$ cat config.mk
export PLATFORM = sky130hd
export DESIGN_NAME = hazard_ctrl_flat
export DESIGN_NICKNAME = d
export VERILOG_FILES = /design/src/rtl/hazard_ctrl_pkg.sv /design/src/rtl/hazard_ctrl_if.sv /design/src/rtl/hz_perf_cnt.sv /design/src/rtl/hazard_ctrl.sv /design/src/flat_wrapper.sv
export SDC_FILE = /design/constraint.sdc
export NUM_CORES = 1
export LEC_CHECK = 0
export BUFFER_PORTS_ARGS = -buffer_cell sky130_fd_sc_hd__clkbuf_2
export CAP_MARGIN = 10
export CORE_MARGIN = 4
export CORE_UTILIZATION = 47
export DETAILED_ROUTE_END_ITERATION = 8
export GPL_TIMING_DRIVEN = 0
export PLACE_DENSITY_LB_ADDON = 0.1
export SKIP_CTS_REPAIR_TIMING = 1
export SYNTH_ARGS = -nofsm -noshare
export SYNTH_HDL_FRONTEND = slang
export SYNTH_SLANG_ARGS = --single-unit
$ cat constraint.sdc
create_clock -name clk -period 2.75 [get_ports clk]
set_input_delay 0.1375 -clock clk [delete_from_list [all_inputs] [get_ports clk]]
set_output_delay 0.1375 -clock clk [all_outputs]
set_load 0.005 [all_outputs]
$ cat src/rtl/hazard_ctrl_pkg.sv
// hazard_ctrl_pkg: shared types, widths and the load-use hazard test
package hazard_ctrl_pkg;
   localparam int REG_ADDR_W = 5;
   typedef enum logic {HZ_RUN, HZ_MEMWAIT} hz_state_t;
   // A load in EX whose rd feeds ID cannot be forwarded in time; x0 is never a real dependency
   function automatic logic load_use(input logic memread, input logic [REG_ADDR_W-1:0] rd,
                                     input logic [REG_ADDR_W-1:0] rs1, input logic [REG_ADDR_W-1:0] rs2,
                                     input logic use1, input logic use2);
      return memread && (rd != '0) && ((use1 && (rs1 == rd)) || (use2 && (rs2 == rd)));
   endfunction
endpackage

$ cat src/rtl/hazard_ctrl_if.sv
// hazard_ctrl_if: hazard fields, memory handshakes and pipeline controls of the sequencer
interface hazard_ctrl_if #(parameter int CNT_W = 32);
   import hazard_ctrl_pkg::*;
   logic [REG_ADDR_W-1:0] if_id_rs1, if_id_rs2, id_ex_rd;
   logic if_id_use_rs1, if_id_use_rs2, id_ex_memread, ex_redirect;
   logic imem_req, imem_resp, dmem_req, dmem_resp;
   logic imem_rd_en, dmem_en;
   logic pc_ld, if_id_ld, id_ex_ld, ex_mem_ld, mem_wb_ld;
   logic if_id_flush, id_ex_flush;
   logic [CNT_W-1:0] stall_cnt, flush_cnt;
   modport master (
      output if_id_rs1, if_id_rs2, id_ex_rd, if_id_use_rs1, if_id_use_rs2, id_ex_memread, ex_redirect,
             imem_req, imem_resp, dmem_req, dmem_resp,
      input  imem_rd_en, dmem_en, pc_ld, if_id_ld, id_ex_ld, ex_mem_ld, mem_wb_ld,
             if_id_flush, id_ex_flush, stall_cnt, flush_cnt
   );
   modport slave (
      input  if_id_rs1, if_id_rs2, id_ex_rd, if_id_use_rs1, if_id_use_rs2, id_ex_memread, ex_redirect,
             imem_req, imem_resp, dmem_req, dmem_resp,
      output imem_rd_en, dmem_en, pc_ld, if_id_ld, id_ex_ld, ex_mem_ld, mem_wb_ld,
             if_id_flush, id_ex_flush, stall_cnt, flush_cnt
   );
endinterface

$ cat src/rtl/hz_perf_cnt.sv
// hz_perf_cnt: wrapping event counter
module hz_perf_cnt #(parameter int CNT_W = 32) (
   input  logic             clk,
   input  logic             rst,
   input  logic             inc_i,
   output logic [CNT_W-1:0] cnt_o
);
   logic [CNT_W-1:0] cnt_q, cnt_d;
   assign cnt_d = cnt_q + CNT_W'(inc_i);
   assign cnt_o = cnt_q;
   // count up by one per event, wrapping naturally at 2^CNT_W
   always_ff @(posedge clk) begin
      cnt_q <= rst ? '0 : cnt_d;
   end
endmodule

$ cat src/rtl/hazard_ctrl.sv
// hazard_ctrl: 5-stage pipeline sequencer (memory freeze, load-use bubble, redirect flush)
module hazard_ctrl import hazard_ctrl_pkg::*; #(parameter int CNT_W = 32) (
   input logic          clk,
   input logic          rst,
   hazard_ctrl_if.slave bus
);
   hz_state_t state_q, state_d;
   logic imem_done_q, imem_done_d, dmem_done_q, dmem_done_d;
   logic i_ok, d_ok, mem_ok, lu, red, adv, ld_all, ld_front, stall_inc, flush_inc;
   // memory-done terms, hazard decode and next state of the freeze FSM
   always_comb begin
      i_ok        = !bus.imem_req | bus.imem_resp | imem_done_q;
      d_ok        = !bus.dmem_req | bus.dmem_resp | dmem_done_q;
      mem_ok      = i_ok & d_ok;
      lu          = load_use(bus.id_ex_memread, bus.id_ex_rd, bus.if_id_rs1, bus.if_id_rs2,
                             bus.if_id_use_rs1, bus.if_id_use_rs2);
      red         = bus.ex_redirect;
      adv         = (state_q == HZ_MEMWAIT) & mem_ok;
      state_d     = mem_ok ? HZ_RUN : HZ_MEMWAIT;
      imem_done_d = adv ? 1'b0 : imem_done_q | (bus.imem_resp & !mem_ok);
      dmem_done_d = adv ? 1'b0 : dmem_done_q | (bus.dmem_resp & !mem_ok);
      ld_all      = !rst & mem_ok;
      ld_front    = ld_all & (red | !lu);
      stall_inc   = !rst & (!mem_ok | (!red & lu));
      flush_inc   = ld_all & red;
   end
   // freeze FSM and latched responses; a reset drops any response already captured
   always_ff @(posedge clk) begin
      if (rst) begin
         state_q     <= HZ_RUN;
         imem_done_q <= 1'b0;
         dmem_done_q <= 1'b0;
      end else begin
         state_q     <= state_d;
         imem_done_q <= imem_done_d;
         dmem_done_q <= dmem_done_d;
      end
   end
   assign bus.imem_rd_en  = !rst & bus.imem_req & !imem_done_q;
   assign bus.dmem_en     = !rst & bus.dmem_req & !dmem_done_q;
   assign bus.pc_ld       = ld_front;
   assign bus.if_id_ld    = ld_front;
   assign bus.id_ex_ld    = ld_all;
   assign bus.ex_mem_ld   = ld_all;
   assign bus.mem_wb_ld   = ld_all;
   assign bus.if_id_flush = rst | (mem_ok & red);
   assign bus.id_ex_flush = rst | (mem_ok & (red | lu));
   hz_perf_cnt #(.CNT_W(CNT_W)) u_stall_cnt (.clk(clk), .rst(rst), .inc_i(stall_inc), .cnt_o(bus.stall_cnt));
   hz_perf_cnt #(.CNT_W(CNT_W)) u_flush_cnt (.clk(clk), .rst(rst), .inc_i(flush_inc), .cnt_o(bus.flush_cnt));
endmodule

$ cat src/flat_wrapper.sv
// flat-port wrapper written by rule: the top's interface ports become plain ports
module hazard_ctrl_flat import hazard_ctrl_pkg::*;
#(parameter int CNT_W = 32)
  (clk, rst, bus_if_id_rs1, bus_if_id_rs2, bus_id_ex_rd, bus_if_id_use_rs1, bus_if_id_use_rs2, bus_id_ex_memread, bus_ex_redirect, bus_imem_req, bus_imem_resp, bus_dmem_req, bus_dmem_resp, bus_imem_rd_en, bus_dmem_en, bus_pc_ld, bus_if_id_ld, bus_id_ex_ld, bus_ex_mem_ld, bus_mem_wb_ld, bus_if_id_flush, bus_id_ex_flush, bus_stall_cnt, bus_flush_cnt);
  hazard_ctrl_if #(.CNT_W(CNT_W)) bus_i ();
  input logic clk;
  input logic rst;
  input wire logic [$bits(bus_i.if_id_rs1)-1:0] bus_if_id_rs1;
  input wire logic [$bits(bus_i.if_id_rs2)-1:0] bus_if_id_rs2;
  input wire logic [$bits(bus_i.id_ex_rd)-1:0] bus_id_ex_rd;
  input wire logic [$bits(bus_i.if_id_use_rs1)-1:0] bus_if_id_use_rs1;
  input wire logic [$bits(bus_i.if_id_use_rs2)-1:0] bus_if_id_use_rs2;
  input wire logic [$bits(bus_i.id_ex_memread)-1:0] bus_id_ex_memread;
  input wire logic [$bits(bus_i.ex_redirect)-1:0] bus_ex_redirect;
  input wire logic [$bits(bus_i.imem_req)-1:0] bus_imem_req;
  input wire logic [$bits(bus_i.imem_resp)-1:0] bus_imem_resp;
  input wire logic [$bits(bus_i.dmem_req)-1:0] bus_dmem_req;
  input wire logic [$bits(bus_i.dmem_resp)-1:0] bus_dmem_resp;
  output wire logic [$bits(bus_i.imem_rd_en)-1:0] bus_imem_rd_en;
  output wire logic [$bits(bus_i.dmem_en)-1:0] bus_dmem_en;
  output wire logic [$bits(bus_i.pc_ld)-1:0] bus_pc_ld;
  output wire logic [$bits(bus_i.if_id_ld)-1:0] bus_if_id_ld;
  output wire logic [$bits(bus_i.id_ex_ld)-1:0] bus_id_ex_ld;
  output wire logic [$bits(bus_i.ex_mem_ld)-1:0] bus_ex_mem_ld;
  output wire logic [$bits(bus_i.mem_wb_ld)-1:0] bus_mem_wb_ld;
  output wire logic [$bits(bus_i.if_id_flush)-1:0] bus_if_id_flush;
  output wire logic [$bits(bus_i.id_ex_flush)-1:0] bus_id_ex_flush;
  output wire logic [$bits(bus_i.stall_cnt)-1:0] bus_stall_cnt;
  output wire logic [$bits(bus_i.flush_cnt)-1:0] bus_flush_cnt;
  assign bus_i.if_id_rs1 = bus_if_id_rs1;
  assign bus_i.if_id_rs2 = bus_if_id_rs2;
  assign bus_i.id_ex_rd = bus_id_ex_rd;
  assign bus_i.if_id_use_rs1 = bus_if_id_use_rs1;
  assign bus_i.if_id_use_rs2 = bus_if_id_use_rs2;
  assign bus_i.id_ex_memread = bus_id_ex_memread;
  assign bus_i.ex_redirect = bus_ex_redirect;
  assign bus_i.imem_req = bus_imem_req;
  assign bus_i.imem_resp = bus_imem_resp;
  assign bus_i.dmem_req = bus_dmem_req;
  assign bus_i.dmem_resp = bus_dmem_resp;
  assign bus_imem_rd_en = bus_i.imem_rd_en;
  assign bus_dmem_en = bus_i.dmem_en;
  assign bus_pc_ld = bus_i.pc_ld;
  assign bus_if_id_ld = bus_i.if_id_ld;
  assign bus_id_ex_ld = bus_i.id_ex_ld;
  assign bus_ex_mem_ld = bus_i.ex_mem_ld;
  assign bus_mem_wb_ld = bus_i.mem_wb_ld;
  assign bus_if_id_flush = bus_i.if_id_flush;
  assign bus_id_ex_flush = bus_i.id_ex_flush;
  assign bus_stall_cnt = bus_i.stall_cnt;
  assign bus_flush_cnt = bus_i.flush_cnt;
  hazard_ctrl #(.CNT_W(CNT_W)) u_core (.clk(clk), .rst(rst), .bus(bus_i));
endmodule
# [Yosys cells after proc, flatten, opt, wreduce, memory -nomap -nowiden]
# Index checks and enable logic that the tools add are counted.
[classes] n_eq_ne=2 n_reduce_logical=15 muxes=1 n_bitwise=26 add_sub_neg=2
[ops] operator="32-bit by 1-bit adder with 32-bit output" n=2
[ops] operator="1-bit bitwise AND" n=15
[ops] operator="1-bit OR" n=11
[ops] operator="5-bit equality test" n=2
[ops] operator="1-bit logical NOT" n=8
[ops] operator="5-bit nonzero test" n=1
[ops] operator="1-bit logical AND" n=4
[ops] operator="2-bit OR reduction" n=1
[ops] operator="1-bit logical OR" n=1
[ops] operator="1-bit 2-to-1 mux" n=1
[word_totals] wordCells=51 register_bits=67 out_inout_bits=73

# [Longest topological paths before layout]
[logic_depth] word_depth=8 ltp_mapped=12 depth_no_buf=10

# [Hierarchy]
# Synthesis repeated with hierarchy kept, for this count alone.
[unflattened] hier_cells=375 area_unflattened_um2=3328.2
[modules_own_cells] mod="hz_perf_cnt (u_core.u_flush_cnt)" cells_per_inst=165 area_per_inst_um2=1498.9 seq_area_each_um2=640.6 instances=1
[modules_own_cells] mod="hz_perf_cnt (u_core.u_stall_cnt)" cells_per_inst=166 area_per_inst_um2=1478.9 seq_area_each_um2=640.6 instances=1
[modules_own_cells] mod="hazard_ctrl" cells_per_inst=44 area_per_inst_um2=350.3 seq_area_each_um2=60.1 instances=1

# [Worst setup path before layout]
# No wires, ideal clock.
[synth_timing] path_type="reg-to-reg" start="register u_core.dmem_done_q" end="register u_core.u_stall_cnt.cnt_q[30] (netlist: u_core.u_stall_cnt.cnt_o[30])" required_time_ps=2680 path_stages_with_launch=12 path_slack_ps=28 setup_time_ps=70 arrival_time_ps=2652 n_path_buf=2 period_less_slack_ps=2722 cell_sequence="dfxtp_1 -> nor3b_1 -> nor2_1 -> o22ai_1 -> ha_1 -> ha_1 -> nand4_1 -> or3_1 -> clkbuf_1 -> buf_2 -> or4_1 -> a21oi_1"
[synth_via] elab_chain_len=6
[synth_lines] item="from (decl)" line_no="hazard_ctrl.sv:8" source="logic imem_done_q, imem_done_d, dmem_done_q, dmem_done_d;"
[synth_lines] item="from (signal assigned)" line_no="hazard_ctrl.sv:36" source="dmem_done_q <= dmem_done_d;"
[synth_lines] item="1-bit OR" line_no="hazard_ctrl.sv:13" source="d_ok = !bus.dmem_req | bus.dmem_resp | dmem_done_q;"
[synth_lines] item="1-bit bitwise AND" line_no="hazard_ctrl.sv:14" source="mem_ok = i_ok & d_ok;"
[synth_lines] item="1-bit logical NOT" line_no="hazard_ctrl.sv:24" source="stall_inc = !rst & (!mem_ok | (!red & lu));"
[synth_lines] item="1-bit OR" line_no="hazard_ctrl.sv:24"
[synth_lines] item="1-bit bitwise AND" line_no="hazard_ctrl.sv:24"
[synth_lines] item="32-bit by 1-bit adder with 32-bit output" line_no="hz_perf_cnt.sv:9" source="assign cnt_d = cnt_q + CNT_W'(inc_i);"
[synth_lines] item="to (signal assigned)" line_no="hz_perf_cnt.sv:13" source="cnt_q <= rst ? '0 : cnt_d;"
[synth_lines] item="to (decl)" line_no="hz_perf_cnt.sv:8" source="logic [CNT_W-1:0] cnt_q, cnt_d;"
# Every way passes these cells.
# A chain may end at the register's enable or synchronous reset.

# [Final worst setup path]
[layout_timing] start="register u_core.imem_done_q" end="register u_core.u_stall_cnt.cnt_q[28] (netlist: u_core.u_stall_cnt.cnt_o[28])"
[layout_via] elab_chain_len=6
[layout_lines] item="from (decl)" line_no="hazard_ctrl.sv:8"
[layout_lines] item="from (signal assigned)" line_no="hazard_ctrl.sv:35" source="imem_done_q <= imem_done_d;"
[layout_lines] item="1-bit OR" line_no="hazard_ctrl.sv:12" source="i_ok = !bus.imem_req | bus.imem_resp | imem_done_q;"
[layout_lines] item="1-bit bitwise AND" line_no="hazard_ctrl.sv:14"
[layout_lines] item="1-bit logical NOT" line_no="hazard_ctrl.sv:24"
[layout_lines] item="1-bit OR" line_no="hazard_ctrl.sv:24"
[layout_lines] item="1-bit bitwise AND" line_no="hazard_ctrl.sv:24"
[layout_lines] item="32-bit by 1-bit adder with 32-bit output" line_no="hz_perf_cnt.sv:9"
# Every way passes these cells.

==> results.yml <==
floorplanning:
  std_cell_rows: 30
  io_pins: 98
  die_w_um: 92.03
  die_y_um: 92.03
  core_area_mm2: 0.006832
  initial_utilization: 0.4857
  die_area_mm2: 0.008469
detailed_routing:
  drtPass1Iterations: 4
  drtIter0Drc: 125
  drc: 0
  ant_nets: 0
  viasPerCell: 5.464
  routed_wl_um: 8442
  vias: 3284
  wl_per_cell_um: 14.05
synthesis:
  syn_nets: 416
  async_reset_ff_frac: 0
  synth-seq-cells: 67
  ys_seq_area_frac: 0.4042
  synth-edff-count: 0
  synthCells: 387
  syn_area_per_cell_um2: 8.574
  yosysWarnings: 0
  netlist_area_mm2: 0.003318
  synthFlopType: "dfxtp_1"
  synth_cell_types: 39
sta:
  worstMarginPinSlew_ns: 0.5961
  post-route-period-util: 0.9616
  max-slew-margin-rel: 0.5970
  finalSetupViolCount: 0
  finClkSkew_ns: 0.01065
  max_freq_ghz: 0.3781
  finalHoldViolations: 0
  setup_tns_ns: 0
  min_period_ns: 2.645
  fin_ws_ns: 0.1055
  final_max_slew_viol_count: 0
setup_path:
  endpoint_kind: "flop"
  crit_fanout: 5
  worstSetupStartpointType: "flop"
  arrival_ns: 2.92
  crit_required_ns: 3.02
  crit_type: "reg -> reg"
placed_design:
  hpwl_um: 6132
  place_congestion: 0.8021
  dp_slack_ns: -0.5060
  place_inst: 580
  port_buffers: 97
  dpl-instance-area_mm2: 0.003924
clocking:
  root_buffer: "clkbuf_8"
  insertion_delay_ns: 0.34
  clk_path_buf_depth: 2
  clkSlewWorstSetupHoldPaths_ns: 0.07
  cts_tree: "built"
  cts_buffers: 9
  clock-sinks: 67
  htreeDepth: 3
grt:
  grt-ovfl-total: 0
  grt_max_degree: 13
  track_usage: 0.2014
  grt_pass1_wl_um: 14210
  grt_pass1_vias: 3102
  antenna_found_initial: 0
run_status:
  outcome: "complete, no violations"
power_and_ir_drop:
  power_density_mw_per_mm2: 484.5
  p_leak_uw: 0.001586
  fin_total_pwr_uw: 2083
  peakVddDrop_mv: 0.2293
final_layout:
  final_common_cell: "clkbuf_2"
  drive_gt1_frac: 0.3050
  diodes: 0
  final_cell_area_mm2: 0.004299
  synthToLayoutAreaGrowth_pct: 29.56
  stdcell_count: 601
  final_nets: 529
  layout_common_cells: "clkbuf_2 (98), dfxtp_1 (65), a21oi_1 (38), or4_1 (30), o31ai_1 (29)"
flow_run:
  cap_violations: 0
worst_hold_path:
  hold_path_class: "in -> reg"
metrics by stage:
| step | utilization | hold slack, ns |
|---|---|---|
| 5_1_grt | 0.6293 | 0.09954 |
| 6_report | 0.6293 | 0.08329 |
| 4_1_cts | 0.6095 | 0.03691 |
| 2_1_floorplan | - | 0.2772 |
| 3_3_place_gp | 0.5744 | 0.3884 |
| 3_5_place_dp | 0.5744 | 0.4011 |
flip-flops by register name, indices dropped and copies added, names as in the netlist:
name                      cells
u_core.u_flush_cnt.cnt_o     32
u_core.u_stall_cnt.cnt_o     32
u_core.dmem_done_q            1
u_core.imem_done_q            1
u_core.state_q                1
worst max-delay path, cell delays in order (launching register included):
cell and delay (ns):
dfxtp_2 0.34, nor3b_4 0.25, nor2_2 0.09, o22ai_2 0.18, ha_2 0.25, ha_4 0.15, nand4_1 0.19, or3_4 0.43
buf_4 0.15, or4_1 0.43, a21oi_2 0.12
routing by layer:
metal	global-route usage	vias up	routed length [µm]
met5	0	-	0
met1	0.2611	1526	3974
li1	-	1658	-
met4	0.05941	0	82
met3	0.05332	9	521
met2	0.3291	91	3863
final cells by class:
cell class / instances / area (µm²)
timing repair buffer: 103 / 534.3
clock buffer: 9 / 123.9
tap: 96 / 120.1
clock inverter: 7 / 116.4
buffer: 24 / 161.4
sequential: 67 / 1344
multi-input combinational: 284 / 1858
inverter: 11 / 41.29
fill: 632 / 2532
synthesized netlist by cell type (2+ instances only):
master    instances  area [µm²]
nor3_1            5       25.02
nand4_1          12       75.07
ha_1              4       50.05
o21ai_0          10       50.05
buf_4             5       37.54
nand2_1          23       86.33
nor2b_1           4       25.02
a21oi_1          40       200.2
buf_2             2       10.01
dfxtp_1          67        1341
and2_1            3       18.77
buf_6             5       56.30
xnor2_1          17       148.9
inv_1            10       37.54
or4_1            31       232.7
nor4_1            7       43.79
nor2_1           27       101.4
o31a_1            2       17.52
o31ai_1          30       225.2
and3_1            4       25.02
clkbuf_1         13       48.80
or3_1             9       56.30
nand3_1          21       105.1
xor2_1           15       131.4
and4_1            4       35.03
nor3b_1           4       30.03
where the power goes:
group / switching (µW) / internal [µW]
clock network: 391 / 601
logic: 56.6 / 54.1
registers: 4.77 / 976
worst paths after layout:
kind,depth (start not counted),endpoint,startpoint,slack [ns]
hold / removal,3,u_core.dmem_done_q$_SDFF_PP0_,bus_dmem_resp,0.08
setup reg to reg,10,u_core.u_stall_cnt.cnt_o[28]$_SDFF_PP0_,u_core.imem_done_q$_SDFF_PP0_,0.11
hold reg to reg,2,u_core.u_flush_cnt.cnt_o[27]$_SDFF_PP0_,u_core.u_flush_cnt.cnt_o[27]$_SDFF_PP0_,0.50
setup / recovery,10,u_core.u_stall_cnt.cnt_o[28]$_SDFF_PP0_,u_core.imem_done_q$_SDFF_PP0_,0.11
cells by family after synthesis:
logic type / synth area share
DFF: 0.4042
and+or+nand+nor: 0.2790
xor gates and xnor gates: 0.08446
AOI/OAI and AO/OA: 0.1588
adders and majority gates: 0.01508
buffers and inverters: 0.05845
(Power assumes the default switching activity.)
